## src/rtl/seq_alu.sv

```systemverilog
// Sequential ALU stage behind a 2-level operand stack: one op per Start, result pushed back via a PE pulse.
// ADD/SUB/logic resolve in one CALC cycle; MUL/DIV/MOD iterate W cycles over a shared 2W-bit work register.
module seq_alu #(
  parameter int W    = 8,
  parameter int CNTW = 3
) (
  input  logic         Clk,
  input  logic         Reset,
  input  logic [W-1:0] TDP,
  input  logic [W-1:0] PDP,
  input  logic [2:0]   Op,
  input  logic         Start,
  output logic [W-1:0] D,
  output logic         PE,
  output logic         Busy,
  output logic         Z,
  output logic         C,
  output logic         Err
);

  typedef enum logic [1:0] {IDLE = 2'd0, CALC = 2'd1, DONE = 2'd2} state_t;

  localparam logic [2:0] OP_ADD = 3'b000;
  localparam logic [2:0] OP_SUB = 3'b001;
  localparam logic [2:0] OP_AND = 3'b010;
  localparam logic [2:0] OP_OR  = 3'b011;
  localparam logic [2:0] OP_XOR = 3'b100;
  localparam logic [2:0] OP_MUL = 3'b101;
  localparam logic [2:0] OP_DIV = 3'b110;
  localparam logic [2:0] OP_MOD = 3'b111;

  state_t state, state_nxt;

  logic [W-1:0]    a_reg, b_reg;
  logic [2:0]      op_reg;
  logic [CNTW-1:0] cnt;
  logic [2*W-1:0]  p;

  logic            is_div, is_iter, div_zero, last;
  logic [W:0]      add_r, mul_sum, r_sh;
  logic            ge;
  logic [2*W-1:0]  mul_next, div_next, step_p;
  logic [W-1:0]    alu_res, iter_res;
  logic            alu_cy, iter_cy;

  always_comb begin
    is_div   = (op_reg == OP_DIV) || (op_reg == OP_MOD);
    is_iter  = is_div || (op_reg == OP_MUL);
    div_zero = is_div && (b_reg == '0);
    last     = (cnt == CNTW'(W-1));
  end

  // MUL: p = {acc_hi, multiplier}; DIV/MOD: p = {remainder, dividend/quotient}.
  always_comb begin
    mul_sum  = {1'b0, p[2*W-1:W]} + (p[0] ? {1'b0, a_reg} : '0);
    mul_next = {mul_sum, p[W-1:1]};
    r_sh     = {p[2*W-1:W], p[W-1]};
    ge       = (r_sh >= {1'b0, b_reg});
    div_next = {(ge ? (r_sh[W-1:0] - b_reg) : r_sh[W-1:0]), p[W-2:0], ge};
    step_p   = (op_reg == OP_MUL) ? mul_next : div_next;
  end

  always_comb begin
    add_r    = {1'b0, a_reg} + {1'b0, b_reg};
    alu_res  = '0;
    alu_cy   = 1'b0;
    iter_res = '0;
    iter_cy  = 1'b0;
    case (op_reg)
      OP_ADD: begin alu_res = add_r[W-1:0]; alu_cy = add_r[W]; end
      OP_SUB: begin alu_res = a_reg - b_reg; alu_cy = (a_reg < b_reg); end
      OP_AND: alu_res = a_reg & b_reg;
      OP_OR:  alu_res = a_reg | b_reg;
      OP_XOR: alu_res = a_reg ^ b_reg;
      OP_MUL: begin iter_res = mul_next[W-1:0]; iter_cy = |mul_next[2*W-1:W]; end
      OP_DIV: iter_res = div_next[W-1:0];
      OP_MOD: iter_res = div_next[2*W-1:W];
      default: ;
    endcase
  end

  always_ff @(posedge Clk or posedge Reset) begin
    if (Reset) state <= IDLE;
    else       state <= state_nxt;
  end

  always_comb begin
    state_nxt = state;
    Busy      = 1'b0;
    PE        = 1'b0;
    case (state)
      IDLE: if (Start) state_nxt = CALC;
      CALC: begin
        Busy = 1'b1;
        if (!is_iter || div_zero || last) state_nxt = DONE;
      end
      DONE: begin
        Busy      = 1'b1;
        PE        = ~Err;
        state_nxt = IDLE;
      end
      default: state_nxt = IDLE;
    endcase
  end

  always_ff @(posedge Clk or posedge Reset) begin
    if (Reset) begin
      a_reg  <= '0;
      b_reg  <= '0;
      op_reg <= '0;
      cnt    <= '0;
      p      <= '0;
      D      <= '0;
      Z      <= 1'b0;
      C      <= 1'b0;
      Err    <= 1'b0;
    end else begin
      case (state)
        IDLE: if (Start) begin
          a_reg  <= PDP;
          b_reg  <= TDP;
          op_reg <= Op;
          cnt    <= '0;
          Err    <= 1'b0;
          p      <= (Op == OP_MUL) ? {{W{1'b0}}, TDP} : {{W{1'b0}}, PDP};
        end
        CALC: begin
          if (!is_iter) begin
            D <= alu_res;
            C <= alu_cy;
            Z <= (alu_res == '0);
          end else if (div_zero) begin
            D   <= '1;
            C   <= 1'b0;
            Z   <= 1'b0;
            Err <= 1'b1;
          end else begin
            p   <= step_p;
            cnt <= cnt + 1'b1;
            if (last) begin
              D <= iter_res;
              C <= iter_cy;
              Z <= (iter_res == '0);
            end
          end
        end
        default: ;
      endcase
    end
  end

endmodule

```

## config.mk

```make
export PLATFORM = sky130hd
export DESIGN_NAME = seq_alu
export DESIGN_NICKNAME = d
export VERILOG_FILES = /design/src/rtl/seq_alu.sv
export SDC_FILE = /design/constraint.sdc
export NUM_CORES = 1
export LEC_CHECK = 0
export CAP_MARGIN = 20
export CORE_ASPECT_RATIO = 2
export CORE_MARGIN = 4
export CORE_UTILIZATION = 50
export CTS_CLUSTER_DIAMETER = 120
export DETAILED_ROUTE_END_ITERATION = 8
export GPL_TIMING_DRIVEN = 0
export PLACE_DENSITY = 0.7
export SYNTH_ARGS = -nofsm -noshare
export SYNTH_HDL_FRONTEND = slang
export SYNTH_SLANG_ARGS = --single-unit
```

## constraint.sdc

```tcl
create_clock -name Clk -period 3.5 [get_ports Clk]
set_input_delay 0.7 -clock Clk [delete_from_list [all_inputs] [get_ports Clk]]
set_output_delay 0.7 -clock Clk [all_outputs]
set_load 0.05 [all_outputs]
```

=== Word-level counts from Yosys, hierarchy flattened ===
Index checks and enable logic that the tools add are counted.

* Flip-flop bits (word level): 51
* Word-level logic and storage cells: 91
* Bits of input ports: 22

* Equality and inequality tests: 17
* Add/sub/neg operators: 5
* Reductions and logical operators: 19
* Bitwise gates (word level): 4
* $lt $le $gt $ge: 2
* Muxes and demuxes: 34

{| class="wikitable"
|+ Operators by type and width
! kind !! number
|-
| $mux 16 || 4
|-
| $mux 8 || 6
|-
| $pmux 8 s5 || 1
|-
| $pmux 16 s2 || 1
|-
| $logic_not 8->1 || 3
|-
| $pmux 8 s3 || 1
|-
| $add 8x8->9 || 2
|-
| $eq 3x3->1 const B || 6
|-
| $sub 8x8->8 || 2
|-
| $mux 1 || 12
|-
| $ne 2x2->1 const B || 5
|-
| $ge 9x8->1 || 1
|-
| $mux 3 || 3
|-
| $and 8x8->8 || 1
|-
| $lt 8x8->1 || 1
|-
| $or 8x8->8 || 1
|-
| $reduce_and 4->1 || 2
|-
| $reduce_or 8->1 || 1
|-
| $xor 8x8->8 || 1
|-
| $eq 3x2->1 const B || 2
|-
| $pmux 3 s2 || 1
|-
| $reduce_and 2->1 || 3
|-
| $logic_or 1x1->1 || 4
|-
| $mux 2 || 2
|-
| other kinds (14) || 15
|}

=== Logic depth before layout (Yosys ltp) ===
* Word-level depth: 8
* Depth in mapped cells: 12
* Depth with buffers taken out: 12

=== Worst setup path after synthesis ===
Ideal clock, no wire load.

* Path kind: register -> register
* From: register p[0]
* To: register C
* Cell stages (with the launch flop): 13
* Library setup time: 87 ps
* Arrival time: 2601 ps
* Setup slack: 812 ps
* Clock period less this slack: 2688 ps
* Data required time: 3413 ps
* Cells stage by stage: dfrtp_1 > clkbuf_1 > and2_1 > ha_1 > fa_1 > a21o_1 > a21o_1 > a21o_1 > a21oi_1 > xnor2_1 > and3_1 > a311o_1 > o211ai_1

* Word-level cells in the longest chain between the ends: 7

{| class="wikitable"
|+ Ends and longest elaborated chain
! what !! RTL line !! RTL
|-
| start, declared || 37 || <nowiki>logic [2*W-1:0] p;</nowiki>
|-
| start signal, assigned || 125 || <nowiki>p <= (Op == OP_MUL) ? {{W{1'b0}}, TDP} : {{W{1'b0}}, PDP};</nowiki>
|-
| start signal, assigned || 138 || <nowiki>p <= step_p;</nowiki>
|-
| $mux 8 || 55 || <nowiki>mul_sum = {1'b0, p[2*W-1:W]} + (p[0] ? {1'b0, a_reg} : '0);</nowiki>
|-
| $add 8x8->9 || 55 ||
|-
| $reduce_or 8->1 || 75 || <nowiki>OP_MUL: begin iter_res = mul_next[W-1:0]; iter_cy = |mul_next[2*W-1:W]; end</nowiki>
|-
| $mux 1 || 69 || <nowiki>case (op_reg)</nowiki>
|-
| $mux 1 || 140 || <nowiki>if (last) begin</nowiki>
|-
| $mux 1 || 132 || <nowiki>end else if (div_zero) begin</nowiki>
|-
| $mux 1 || 128 || <nowiki>if (!is_iter) begin</nowiki>
|-
| end signal, assigned || 130 || <nowiki>C <= alu_cy;</nowiki>
|-
| end signal, assigned || 142 || <nowiki>C <= iter_cy;</nowiki>
|-
| end, declared || 17 || <nowiki>output logic C,</nowiki>
|}

Every way passes these cells. The select of a mux whose other input is x is not followed.
A chain may end at the register's enable or synchronous reset.

=== Final worst setup path ===
* From: register b_reg[5]
* To: register Z

* Word-level cells in the longest chain between the ends: 7
* Elaborated cells between the ends (all ways): 19
* Classes of those cells: add/sub: 3; order compare: 1; eq/ne: 1; mux: 6; bitwise: 3; reduce/logical: 5

{| class="wikitable"
|+ Ends and longest elaborated chain
! what !! RTL line !! RTL
|-
| start, declared || 34 || <nowiki>logic [W-1:0] a_reg, b_reg;</nowiki>
|-
| start signal, assigned || 109 || <nowiki>b_reg <= '0;</nowiki>
|-
| start signal, assigned || 121 || <nowiki>b_reg <= TDP;</nowiki>
|-
| $sub 8x8->8 or $ge 9x8->1 (tied branches) || 59, 58 ||
|-
| $mux 8 || 59 || <nowiki>div_next = {(ge ? (r_sh[W-1:0] - b_reg) : r_sh[W-1:0]), p[W-2:0], ge};</nowiki>
|-
| $pmux 8 s3 || 69 ||
|-
| $logic_not 8->1 || 143 || <nowiki>Z <= (iter_res == '0);</nowiki>
|-
| $mux 1 || 140 ||
|-
| $mux 1 || 132 ||
|-
| $mux 1 || 128 ||
|-
| end signal, assigned || 131 || <nowiki>Z <= (alu_res == '0);</nowiki>
|-
| end signal, assigned || 143 ||
|-
| end, declared || 16 || <nowiki>output logic Z,</nowiki>
|}

Parallel ways exist; a longest one is shown, timed or not. The select of a mux whose other input is x is not followed.

==> metrics.txt <==
crit-path max FO 10; Avg Inst Size Synth 8.39 µm²; TritonCTS clock tree done; largest family of logic cells by synthesized area compound AO/OA/AOI/OAI gates; Setup crit start b_reg[5]; chip height 144 µm; commonest cells in the netlist nand2_1, dfrtp_1, ha_1, o21ai_0, a21oi_1; Via density between 6 and 7; vias in the first global route 4362; ANT cells 0; gp weighted congestion slightly below 1; Cells after Synth around 550; Post-synth EDFFs 0; ys flop type dfrtp_1; Initial Util 0.514; placeable core region roughly 9000 µm²; nets@finish 665; fin crit period 3.34 ns; largest net degree at the start of global routing 31; Crit Reg-Reg Startpoint b_reg[5]; setup bufs post-CTS 0; via count 4376; Hold EP D[3]; unrepaired setup endpoints after global routing no; count leader, synth nand2_1; GR Overflow Total 0; clock slew at reported path FFs 0.07 ns; max_cap viols 0; H-tree lvl count 2; setup TNS 0 ns; Place WS roughly 0.14 ns; Distinct cells, synth between 60 and 70; HP Class flop to flop; worst relative slew slack 0.561; top post-synthesis cells by area dfrtp_1, ha_1, mux2_2, nand2_1, o21ai_0; Slew Viols, Final 0; status completed; root buf cell clkbuf_16; Area Overhead vs Synth 14.5%; adder-cell area share of the yosys netlist 0.139; clock sink count 51; CP startpoint kind flop; post-synthesis sequential area ratio 0.276; share of cells above drive strength 1 0.0924; total track usage 0.265; R2R depth 11; global-route wire length before repair 22.8 mm; number of flip-flops in the largest register 16; clock skew 0.00887 ns; # rows just under 50; Yosys top cell area share 0.276; drt first-iter violations 306; worst skew pair latency 0.30 ns; post-DR wirelength/cell 20.9 µm; Setup CP Type flop to flop; CP endpoint kind flop; Async S/R FF share, synth 1.00; Critical Path AT 3.52 ns; Top reg by flops p; hold path start D[3]; area leader, netlist dfrtp_1; Synthesis Warnings 0; Ports 35; setup slack after layout 0.163 ns; Compound-Gate Fraction of Synth Area 0.247; Post-Synth Simple-Gate Area 0.185; antenna viol nets, final 0; minimum hold slack 0.479 ns; Hold Vio Cnt, Final 0; flops & latches, synth 51; xor and xnor area share after synthesis 0.0246; # DRC 0; R2R Setup Slk 0.16 ns; Peak Freq 300 MHz; DRT Pass-1 Iters 5; Port Buffers 34; post-synthesis mux area share 0.0805; maximum clock path buffer count 2; worst r2r dst Z; DPL Wire Length 11.7 mm; CTS buffer count 5; Setup Viol. Count Final 0; Worst Hold Depth 2; Die ar. ~11000 µm²; Total Routed Length 14.6 mm; Die Width about 76 µm; Layout Utilization 0.588; Syn Nets 623; initial antenna violation count 0; Crit path required time roughly 3.7 ns; Mapped Area approximately 4600 µm²; final period utilization 0.953; worst slew pin tran approximately 0.65 ns
[area by class of cell]
cell class	instances	area (µm²)
clock inverters	2	38.8
clock buffers	6	139
fillers	841	3710
multi-input cells	443	3130
inverters	29	109
well taps	102	128
repair buffers	35	360
flip-flops and latches	51	1280
plain buffers	29	116
[worst max-delay path: stages, from the launching register on]
cell and delay, ns:
dfrtp_1 0.48, inv_1 0.19, ha_1 0.37, and3_1 0.19
and3_1 0.19, a21oi_1 0.41, nand2_1 0.25, buf_2 0.25
mux2i_1 0.18, o21ai_0 0.26, and4b_1 0.24, a211o_1 0.22
[how the worst max path moves through the flow]
stage / end / slack (ns)
3_5_place_dp: Z / 0.14
3_3_place_gp: Z / 0.11
2_1_floorplan: C / 0.81
5_1_grt: Z / 0.02
6_report: Z / 0.16
4_1_cts: Z / 0.12
[through the flow]
stage / std cells / instance area, µm²
6_report: 697 / 5300
5_1_grt: 697 / 5300
4_1_cts: 697 / 5300
3_5_place_dp: 689 / 5120
3_3_place_gp: 688 / 5100
2_1_floorplan: 552 / 4630
[routing by layer]
| layer | global-route usage | part of all wire | routed length (µm) |
|---|---|---|---|
| met5 | 0 | 0 | 0 |
| met4 | 0.173 | 0.069 | 1010 |
| met3 | 0.0243 | 0.031 | 458 |
| met2 | 0.501 | 0.53 | 7760 |
| met1 | 0.273 | 0.37 | 5350 |
[placed cells by master (no fill, tap or decap), drive strengths merged, types with 9 or more instances in the layout]
cell,count
a21oi,39
a22o,9
and2,13
clkbuf,29
clkdlybuf4s50,34
dfrtp,51
ha,45
inv,30
mux2,26
nand2,65
nand3,11
nor2,38
nor3,11
o21ai,46
[cells by family (layout without fill, tap and decap cells)]
| group | count (synthesis) | in the layout |
|---|---|---|
| adder cells (fa/ha/maj) | 49 | 49 |
| buffers and inverters | 58 | 101 |
| XOR/XNOR | 13 | 13 |
| AO/OA/AOI/OAI | 171 | 171 |
| multiplexers | 34 | 34 |
| AND/OR/NAND/NOR | 176 | 176 |
| flip-flops | 51 | 51 |
[repair_timing]
item	CTS	global route
resized for setup	0	1
setup endpoints to repair	0	1
hold buffers	0	0
Power is not shown: default switching activity piles up to over one toggle a cycle in this logic, so the estimate is an artifact.
